--- config.mk ---
export PLATFORM = sky130hd
export DESIGN_NAME = adder_sweep_sequencer_flat
export DESIGN_NICKNAME = d
export VERILOG_FILES = /design/src/rtl/adder_sweep_sequencer_if.sv /design/src/rtl/adder_sweep_sequencer.sv /design/src/flat_wrapper.sv
export SDC_FILE = /design/constraint.sdc
export NUM_CORES = 1
export LEC_CHECK = 0
export ABC_AREA = 1
export CAP_MARGIN = 20
export CORE_MARGIN = 3
export CORE_UTILIZATION = 40
export CTS_CLUSTER_DIAMETER = 200
export DETAILED_ROUTE_END_ITERATION = 6
export PLACE_DENSITY = 0.6
export SLEW_MARGIN = 20
export SYNTH_ARGS = -nofsm -noshare
export SYNTH_HDL_FRONTEND = slang
export SYNTH_SLANG_ARGS = --single-unit
--- constraint.sdc ---
create_clock -name clk -period 5.9 [get_ports clk]
set_input_delay 1.18 -clock clk [delete_from_list [all_inputs] [get_ports clk]]
set_output_delay 1.18 -clock clk [all_outputs]
set_load 0.05 [all_outputs]
--- src/rtl/adder_sweep_sequencer_if.sv ---
// Bundle between the sweep sequencer, its controller and the adder under test.
// master is the sequencer side; slave is the controller/adder side.
interface adder_sweep_sequencer_if;
  logic       start;
  logic       abort;
  logic       stop_on_fail;
  logic [3:0] dut_a;
  logic [3:0] dut_b;
  logic       dut_cin;
  logic [3:0] dut_sum;
  logic       dut_cout;
  logic       busy;
  logic       done;
  logic       pass;
  logic [9:0] err_count;
  logic       first_fail_valid;
  logic [8:0] first_fail_vec;
  logic [4:0] first_fail_got;

  modport master (
    input  start, abort, stop_on_fail, dut_sum, dut_cout,
    output dut_a, dut_b, dut_cin, busy, done, pass, err_count,
           first_fail_valid, first_fail_vec, first_fail_got
  );

  modport slave (
    output start, abort, stop_on_fail, dut_sum, dut_cout,
    input  dut_a, dut_b, dut_cin, busy, done, pass, err_count,
           first_fail_valid, first_fail_vec, first_fail_got
  );
endinterface

--- src/rtl/adder_sweep_sequencer.sv ---
// Exhaustive 512-vector sweep of an external 4-bit adder with golden compare,
// mismatch count and first-failure capture.
module adder_sweep_sequencer #(
  parameter int unsigned SETTLE = 1
) (
  input  logic                     clk,
  input  logic                     rst,
  adder_sweep_sequencer_if.master  bus_io
);

  typedef enum logic [2:0] {StIdle, StDrive, StWait, StCheck, StDone} state_e;

  localparam logic [3:0] SettleCnt = 4'(SETTLE);

  state_e     state_q, state_d;
  logic [8:0] vec_q, vec_d;
  logic [3:0] cnt_q, cnt_d;
  logic       stop_q, stop_d;
  logic [3:0] a_q, a_d, b_q, b_d;
  logic       cin_q, cin_d;
  logic [9:0] err_q, err_d;
  logic       ffv_q, ffv_d;
  logic [8:0] ffvec_q, ffvec_d;
  logic [4:0] ffgot_q, ffgot_d;

  logic [4:0] golden, observed;
  logic       mismatch;

  // Golden uses the registered operands, which equal vec for the whole WAIT/CHECK window.
  assign golden   = 5'(a_q) + 5'(b_q) + 5'(cin_q);
  assign observed = {bus_io.dut_cout, bus_io.dut_sum};
  assign mismatch = (observed != golden);

  always_comb begin
    state_d = state_q;
    vec_d   = vec_q;
    cnt_d   = cnt_q;
    stop_d  = stop_q;
    a_d     = a_q;
    b_d     = b_q;
    cin_d   = cin_q;
    err_d   = err_q;
    ffv_d   = ffv_q;
    ffvec_d = ffvec_q;
    ffgot_d = ffgot_q;

    unique case (state_q)
      StIdle, StDone: begin
        if (bus_io.start) begin
          err_d   = '0;
          ffv_d   = 1'b0;
          ffvec_d = '0;
          ffgot_d = '0;
          vec_d   = '0;
          stop_d  = bus_io.stop_on_fail;
          state_d = StDrive;
        end
      end
      StDrive: begin
        if (bus_io.abort) begin
          state_d = StIdle;
        end else begin
          a_d     = vec_q[3:0];
          b_d     = vec_q[7:4];
          cin_d   = vec_q[8];
          cnt_d   = SettleCnt;
          state_d = StWait;
        end
      end
      StWait: begin
        if (bus_io.abort) begin
          state_d = StIdle;
        end else if (cnt_q <= 4'd1) begin
          state_d = StCheck;
        end else begin
          cnt_d = cnt_q - 4'd1;
        end
      end
      StCheck: begin
        if (bus_io.abort) begin
          state_d = StIdle;
        end else begin
          if (mismatch) begin
            err_d = err_q + 10'd1;
            if (!ffv_q) begin
              ffv_d   = 1'b1;
              ffvec_d = vec_q;
              ffgot_d = observed;
            end
          end
          if (vec_q == 9'd511 || (mismatch && stop_q)) begin
            state_d = StDone;
          end else begin
            vec_d   = vec_q + 9'd1;
            state_d = StDrive;
          end
        end
      end
      default: state_d = StIdle;
    endcase
  end

  always_ff @(posedge clk) begin
    if (rst) begin
      state_q <= StIdle;
      vec_q   <= '0;
      cnt_q   <= '0;
      stop_q  <= 1'b0;
      a_q     <= '0;
      b_q     <= '0;
      cin_q   <= 1'b0;
      err_q   <= '0;
      ffv_q   <= 1'b0;
      ffvec_q <= '0;
      ffgot_q <= '0;
    end else begin
      state_q <= state_d;
      vec_q   <= vec_d;
      cnt_q   <= cnt_d;
      stop_q  <= stop_d;
      a_q     <= a_d;
      b_q     <= b_d;
      cin_q   <= cin_d;
      err_q   <= err_d;
      ffv_q   <= ffv_d;
      ffvec_q <= ffvec_d;
      ffgot_q <= ffgot_d;
    end
  end

  assign bus_io.dut_a            = a_q;
  assign bus_io.dut_b            = b_q;
  assign bus_io.dut_cin          = cin_q;
  assign bus_io.busy             = (state_q == StDrive) || (state_q == StWait) ||
                                   (state_q == StCheck);
  assign bus_io.done             = (state_q == StDone);
  assign bus_io.pass             = (state_q == StDone) && (err_q == 10'd0);
  assign bus_io.err_count        = err_q;
  assign bus_io.first_fail_valid = ffv_q;
  assign bus_io.first_fail_vec   = ffvec_q;
  assign bus_io.first_fail_got   = ffgot_q;

endmodule
--- src/flat_wrapper.sv ---
// flat-port wrapper written by rule: the top's interface ports become plain ports
module adder_sweep_sequencer_flat 
#(
  parameter int unsigned SETTLE = 1
)
  (clk, rst, bus_io_start, bus_io_abort, bus_io_stop_on_fail, bus_io_dut_sum, bus_io_dut_cout, bus_io_dut_a, bus_io_dut_b, bus_io_dut_cin, bus_io_busy, bus_io_done, bus_io_pass, bus_io_err_count, bus_io_first_fail_valid, bus_io_first_fail_vec, bus_io_first_fail_got);
  adder_sweep_sequencer_if bus_io_i ();
  input  logic clk;
  input  logic rst;
  input wire logic [$bits(bus_io_i.start)-1:0] bus_io_start;
  input wire logic [$bits(bus_io_i.abort)-1:0] bus_io_abort;
  input wire logic [$bits(bus_io_i.stop_on_fail)-1:0] bus_io_stop_on_fail;
  input wire logic [$bits(bus_io_i.dut_sum)-1:0] bus_io_dut_sum;
  input wire logic [$bits(bus_io_i.dut_cout)-1:0] bus_io_dut_cout;
  output wire logic [$bits(bus_io_i.dut_a)-1:0] bus_io_dut_a;
  output wire logic [$bits(bus_io_i.dut_b)-1:0] bus_io_dut_b;
  output wire logic [$bits(bus_io_i.dut_cin)-1:0] bus_io_dut_cin;
  output wire logic [$bits(bus_io_i.busy)-1:0] bus_io_busy;
  output wire logic [$bits(bus_io_i.done)-1:0] bus_io_done;
  output wire logic [$bits(bus_io_i.pass)-1:0] bus_io_pass;
  output wire logic [$bits(bus_io_i.err_count)-1:0] bus_io_err_count;
  output wire logic [$bits(bus_io_i.first_fail_valid)-1:0] bus_io_first_fail_valid;
  output wire logic [$bits(bus_io_i.first_fail_vec)-1:0] bus_io_first_fail_vec;
  output wire logic [$bits(bus_io_i.first_fail_got)-1:0] bus_io_first_fail_got;
  assign bus_io_i.start = bus_io_start;
  assign bus_io_i.abort = bus_io_abort;
  assign bus_io_i.stop_on_fail = bus_io_stop_on_fail;
  assign bus_io_i.dut_sum = bus_io_dut_sum;
  assign bus_io_i.dut_cout = bus_io_dut_cout;
  assign bus_io_dut_a = bus_io_i.dut_a;
  assign bus_io_dut_b = bus_io_i.dut_b;
  assign bus_io_dut_cin = bus_io_i.dut_cin;
  assign bus_io_busy = bus_io_i.busy;
  assign bus_io_done = bus_io_i.done;
  assign bus_io_pass = bus_io_i.pass;
  assign bus_io_err_count = bus_io_i.err_count;
  assign bus_io_first_fail_valid = bus_io_i.first_fail_valid;
  assign bus_io_first_fail_vec = bus_io_i.first_fail_vec;
  assign bus_io_first_fail_got = bus_io_i.first_fail_got;
  adder_sweep_sequencer #(.SETTLE(SETTLE)) u_core (.clk(clk), .rst(rst), .bus_io(bus_io_i));
endmodule
==> results of run 1 <==
==> critical path: cells and delay by family (launching register included) <==
family                 cells  cell delay, ps
buffers and inverters      2             910
flip-flops                 1             370
AND/OR/NAND/NOR            4             530
==> through the flow <==
| stage | std cells | util (%) | hold WS [ps] | power, mW |
|---|---|---|---|---|
| global placement | 482 | 49.2 | 477 | 0.544 |
| detailed placement | 482 | 49.2 | 482 | 0.546 |
| floorplan | 373 | - | 454 | 0.500 |
| finish | 490 | 51.3 | 494 | 0.821 |
| global route | 490 | 51.3 | 511 | 0.865 |
| CTS | 490 | 51.3 | 496 | 0.829 |
==> power by group <==
group	internal (mW)	leakage (nW)	total (mW)	switching (mW)
logic	0.0549	0.778	0.164	0.109
registers	0.358	0.413	0.374	0.0156
clock network	0.169	0.0654	0.283	0.114
total	0.583	1.26	0.821	0.238
==> routing by layer <==
metal  global-route usage, %  vias to the layer above  part of all wire [%]
li1                        -                     1304                     -
met1                    24.8                     1144                    49
met2                    28.8                       34                    47
met3                    3.20                        6                   3.5
met4                    4.18                        0                  0.67
met5                       0                        -                     0
==> cells in the mapped netlist (all sizes together) (3+ instances only) <==
cell | n | share of area, %
buf | 9 | 2.0
nand4 | 12 | 2.8
o21ai | 20 | 4.2
nand2 | 72 | 11
dfxtp | 51 | 38
nand3 | 23 | 5.6
xor2 | 7 | 2.3
nor3 | 6 | 1.1
ha | 9 | 4.2
a21oi | 43 | 8.1
nand3b | 3 | 0.84
nor2 | 58 | 8.8
inv | 39 | 5.5
clkbuf | 6 | 0.84
==> layout make-up <==
| class | count | area [um2] | area share (%) |
|---|---|---|---|
| Clock inverter | 2 | 60.1 | 1.82 |
| Multi-Input combinational cell | 268 | 1430 | 43.4 |
| Inverter | 39 | 146 | 4.45 |
| Tap cell | 77 | 96.3 | 2.93 |
| Timing Repair Buffer | 47 | 468 | 14.2 |
| Clock buffer | 6 | 72.6 | 2.20 |
| Sequential cell | 51 | 1020 | 31.0 |
==> registers in the layout, indices dropped and copies added, names as in the netlist <==
signal / flops
u_core.bus_io.err_count: 10
u_core.bus_io.first_fail_vec: 9
u_core.vec_q: 9
u_core.bus_io.first_fail_got: 5
u_core.bus_io.dut_a: 4
u_core.bus_io.dut_b: 4
u_core.cnt_q: 4
u_core.state_q: 3
u_core.bus_io.dut_cin: 1
u_core.bus_io.first_fail_valid: 1
u_core.stop_q: 1
==> worst min-delay path by stage <==
stage	start	slack (ps)	cells after the start	to
5_1_grt	u_core.vec_q[7]	510	2	u_core.vec_q[7]
6_report	u_core.bus_io.first_fail_valid	490	2	u_core.bus_io.first_fail_valid
3_3_place_gp	u_core.bus_io.first_fail_got[3]	480	2	u_core.bus_io.first_fail_got[3]
4_1_cts	u_core.vec_q[7]	500	2	u_core.vec_q[7]
3_5_place_dp	u_core.vec_q[7]	480	2	u_core.vec_q[7]
2_1_floorplan	u_core.vec_q[6]	450	2	u_core.vec_q[6]
==> cell families (layout without fill, tap and decap cells) <==
kind of cell / count (synthesis) / in the layout
buf+inv: 54 / 94
compound gates: 67 / 67
fa+ha+maj: 11 / 11
simple gates: 181 / 181
flops: 51 / 51
xor+xnor: 9 / 9
==> metrics.cfg, run 1 <==
[final_layout]
stdcell_area_um2 = 3290
final_common_cell = nand2_1
drive_gt1_share_pct = 5.81
nets = 433
fillers = 663
diodes = 0
most-common-layout-cells = nand2_1 (66), nor2_1 (55), dfxtp_1 (51)
area_growth_pct = 23.2

[sta]
slew_headroom_pct = 64.9
rsz0062_at_grt = no
setup_viol = 0
fmax_mhz = 303
fin_crit_ps = 3300
setup_tns_ps = 0
tightestPinTransition_ps = 526
hold_viol_final = 0
finalCritPeriodShare_pct = 56.0
fin_ws_ps = 2600
fin_skew_ps = 6.17
drv_slew = 0

[die]
start_util_pct = 41.6
chipHeight_um = 87.7
num_rows = 29
die-area_um2 = 7700
core_um2 = 6420
ioPinCount = 47
die_w_um = 87.7

[global_routing]
grt_use_total_pct = 17.9
grt_antenna_before_repair = 0
grt_pass1_wl_um = 11100
grt_max_degree = 34
grt_pass1_vias = 2345
grt_remaining_overflow = 0

[clock_tree]
post_cts_buffers = 0
cts_tree = yes
clock_path_buffers = 2
path_clk_slew_ps = 90
cts_hold_buf = 0
clock_tree.root_cell = clkbuf_8
cts_num_sinks = 51
numCtsBuffers = 5
cts-resized-gates = 0
clk_latency_ps = 300
htree_levels = 2

[worst_setup_path]
cp_slowest_cell = clkdlybuf4s50_1
end_kind = output port
crit_chain = nor2_2, inv_2, nor2_1, nand4_1, nor4_1, clkdlybuf4s50_1
cp_slowest_stage_delay_ps = 840
arrival_ps = 2120
reg2reg_setup_slack_ps = 3260
cp_max_fo = 4
cp-startpoint = u_core.state_q[0]
critPathCapture = bus_io_pass
start_kind = flop
reg2reg_depth = 10
r2r_end = u_core.bus_io.err_count[6]
cp_data_required_time_ps = 4720
path_class = flop to output port
reg2reg_from = u_core.bus_io.dut_cin

[logic_synthesis]
yosys.area_share.xor_xnor_pct = 2.95
yosys.area_share.simple_pct = 31.6
synth-seq-cells = 51
synth_mux_area_share_pct = 0
synth_edf_count = 0
yosys_warnings = 0
netlist_instances = 373
synth_area_um2 = 2670
yosysUniqueCellTypes = 33
synth_fp_nets = 394
async_flop_share_pct = 0
yosys.area_share.adder_pct = 5.71
synth_area_per_cell_um2 = 7.17
synthFlopType = dfxtp_1
synth_compound_area_share_pct = 13.2
ys_seq_area_share_pct = 38.2
synth_top_family_by_area = simple AND/OR/NAND/NOR gates

[worst_hold_path]
hold_class = flop to flop

[detailed_routing]
firstDrtPassIters = 4
dr.first_iter.drc_count = 103
viasPerCell = 5.08
ant_nets = 0
wl_um = 6390
wl_per_cell_um = 13.0
vias = 2488
route.detailed.drc = 0

[status]
status = finished clean

[place]
dp_hpwl_um = 4700
portBuffers = 46
gp_congestion = 0.778
place_ws_ps = 2780
dpl_cell_area_um2 = 3160

[flow_run]
drv_cap = 0

[pwr]
power_density_nw_per_um2 = 249
p_leak_nw = 1.26
peakVddDrop_mv = 0.132

Power figures use the tool's default switching activity.
==> run 2: changes to the inputs <==
- clock period: 5.9 -> 3.4 ns (I/O delays scaled with it)
==> run 2 against run 1 <==
  * Die area unchanged
  * Via count up 0.16%
  * Hold slack worse by 5.0 ps
  * Design area down 0.95%
  * Utilization down 0.49 points
  * Clock-buffer cell count unchanged
  * Worst setup slack worse by 2100 ps
  * Sequential share of layout area up 0.30 points
  * First-iteration DRC count up 37%
  * Non-clock buffer count up 1
  * Critical path type unchanged
  * Critical endpoint unchanged
  * Largest cell class unchanged
  * Largest power group unchanged
==> metrics.cfg, run 2 (synthesis results as in run 1) <==
[status]
status = finished clean

[clock_tree]
numCtsBuffers = 5
post_cts_buffers = 0
clock_path_buffers = 2
cts_num_sinks = 51
clock_tree.root_cell = clkbuf_8
cts_hold_buf = 0
cts_tree = yes
path_clk_slew_ps = 90
cts-resized-gates = 0
htree_levels = 2
clk_latency_ps = 300

[global_routing]
grt_use_total_pct = 17.0
grt_pass1_vias = 2225
grt_antenna_before_repair = 0
grt_pass1_wl_um = 10400
grt_max_degree = 33
grt_remaining_overflow = 0

[final_layout]
nets = 434
area_growth_pct = 22.1
largest_register_ffs = 10
final_cells = 490
final_common_cell = nand2_1
diodes = 0
utilization_pct = 50.8
most-common-layout-cells = nand2_1 (66), nor2_1 (55), dfxtp_1 (51)
drive_gt1_share_pct = 6.30
stdcell_area_um2 = 3260

[sta]
fmax_mhz = 349
slew_headroom_pct = 63.9
holdWs_ps = 488
tightestPinTransition_ps = 541
hold_viol_final = 0
setup_tns_ps = 0
rsz0062_at_grt = no
setup_viol = 0
fin_ws_ps = 538
drv_slew = 0
finalCritPeriodShare_pct = 84.2
fin_skew_ps = 9.44
fin_crit_ps = 2860

[pwr]
power_density_nw_per_um2 = 394
p_total_mw = 1.29
seq_power_share_pct = 50.5
internal-power_uw = 879
peakVddDrop_mv = 0.205
swShare_pct = 31.7
p_leak_nw = 1.24
clockPowerShare_pct = 27.3
p_comb_share_pct = 22.2
switchingPower_uw = 408

[worst_setup_path]
end_kind = output port
cp_max_fo = 4
arrival_ps = 2180
reg2reg_depth = 10
crit_buf_inv = 2
reg2reg_setup_slack_ps = 780
path_class = flop to output port
crit_chain = nor2_2, inv_2, nor2_1, nand4_1, nor4_2, clkdlybuf4s50_1
cp_data_required_time_ps = 2720
cp_slowest_stage_delay_ps = 850
reg2reg_from = u_core.bus_io.dut_cin
r2r_end = u_core.bus_io.err_count[9]
cpLargestDelayFamily = buffers and inverters
start_kind = flop
cp_slowest_cell = clkdlybuf4s50_1

[detailed_routing]
viasPerCell = 5.09
vias = 2492
route.detailed.drc = 0
wl_um = 6260
wl_per_cell_um = 12.8
ant_nets = 0
firstDrtPassIters = 4
dr.first_iter.drc_count = 141

[worst_hold_path]
min_from = u_core.vec_q[6]
min_to = u_core.vec_q[6]
hold_depth = 2
hold_class = flop to flop

[place]
dp_cells = 483
place_ws_ps = 771
portBuffers = 46
dpl_cell_area_um2 = 3170
gp_congestion = 0.818
dp_hpwl_um = 4660

[die]
start_util_pct = 41.6
chipHeight_um = 87.7
num_rows = 29
ioPinCount = 47
die_w_um = 87.7
core_um2 = 6420
die-area_um2 = 7700

[flow_run]
drv_cap = 0

[run 2: cell types whose count changed in the layout (fill, tap and decap cells not counted), sizes merged]
cell,change
buf,+1
bufinv,-2
clkinv,+1
[run 2: power groups by stage]
stage / Combinational, mW / Sequential [mW] / Clock [mW]
after global routing: 0.316 / 0.654 / 0.387
after CTS: 0.286 / 0.650 / 0.363
final: 0.285 / 0.650 / 0.352
after global placement: 0.280 / 0.664 / 0
after detailed placement: 0.285 / 0.664 / 0
after floorplan: 0.171 / 0.697 / 0
[run 2: worst min-delay path: cells and delay by family (launching register included)]
family             cells  cell delay (ps)
and+or+nand+nor        1               60
AOI/OAI and AO/OA      1               50
DFF                    1              330
[run 2: area by class of cell]
| type | count | area (um2) |
|---|---|---|
| Clock buffer | 6 | 82.6 |
| Clock inverter | 1 | 5.00 |
| Fill cell | 654 | 3160 |
| Inverter | 39 | 146 |
| Multi-Input combinational cell | 268 | 1440 |
| Sequential cell | 51 | 1020 |
| Tap cell | 77 | 96.3 |
| Timing Repair Buffer | 48 | 475 |
[run 2: worst max path at each step]
stage / slack [ps] / startpoint / cells after the start / endpoint
finish: 540 / u_core.state_q[0] / 6 / bus_io_pass
global route: 360 / u_core.state_q[0] / 6 / bus_io_pass
CTS: 520 / u_core.state_q[0] / 6 / bus_io_pass
detailed placement: 770 / bus_io_start / 9 / u_core.bus_io.err_count[9]
global placement: 810 / bus_io_start / 9 / u_core.bus_io.err_count[6]
floorplan: 390 / u_core.state_q[0] / 5 / bus_io_pass
[run 2: routing by layer]
metal	GRT usage [%]	vias up	share of wire (%)
met2	27.8	33	46
met5	0	-	0
met1	22.7	1160	49
met3	3.29	5	3.1
li1	-	1294	-
met4	4.88	0	0.91
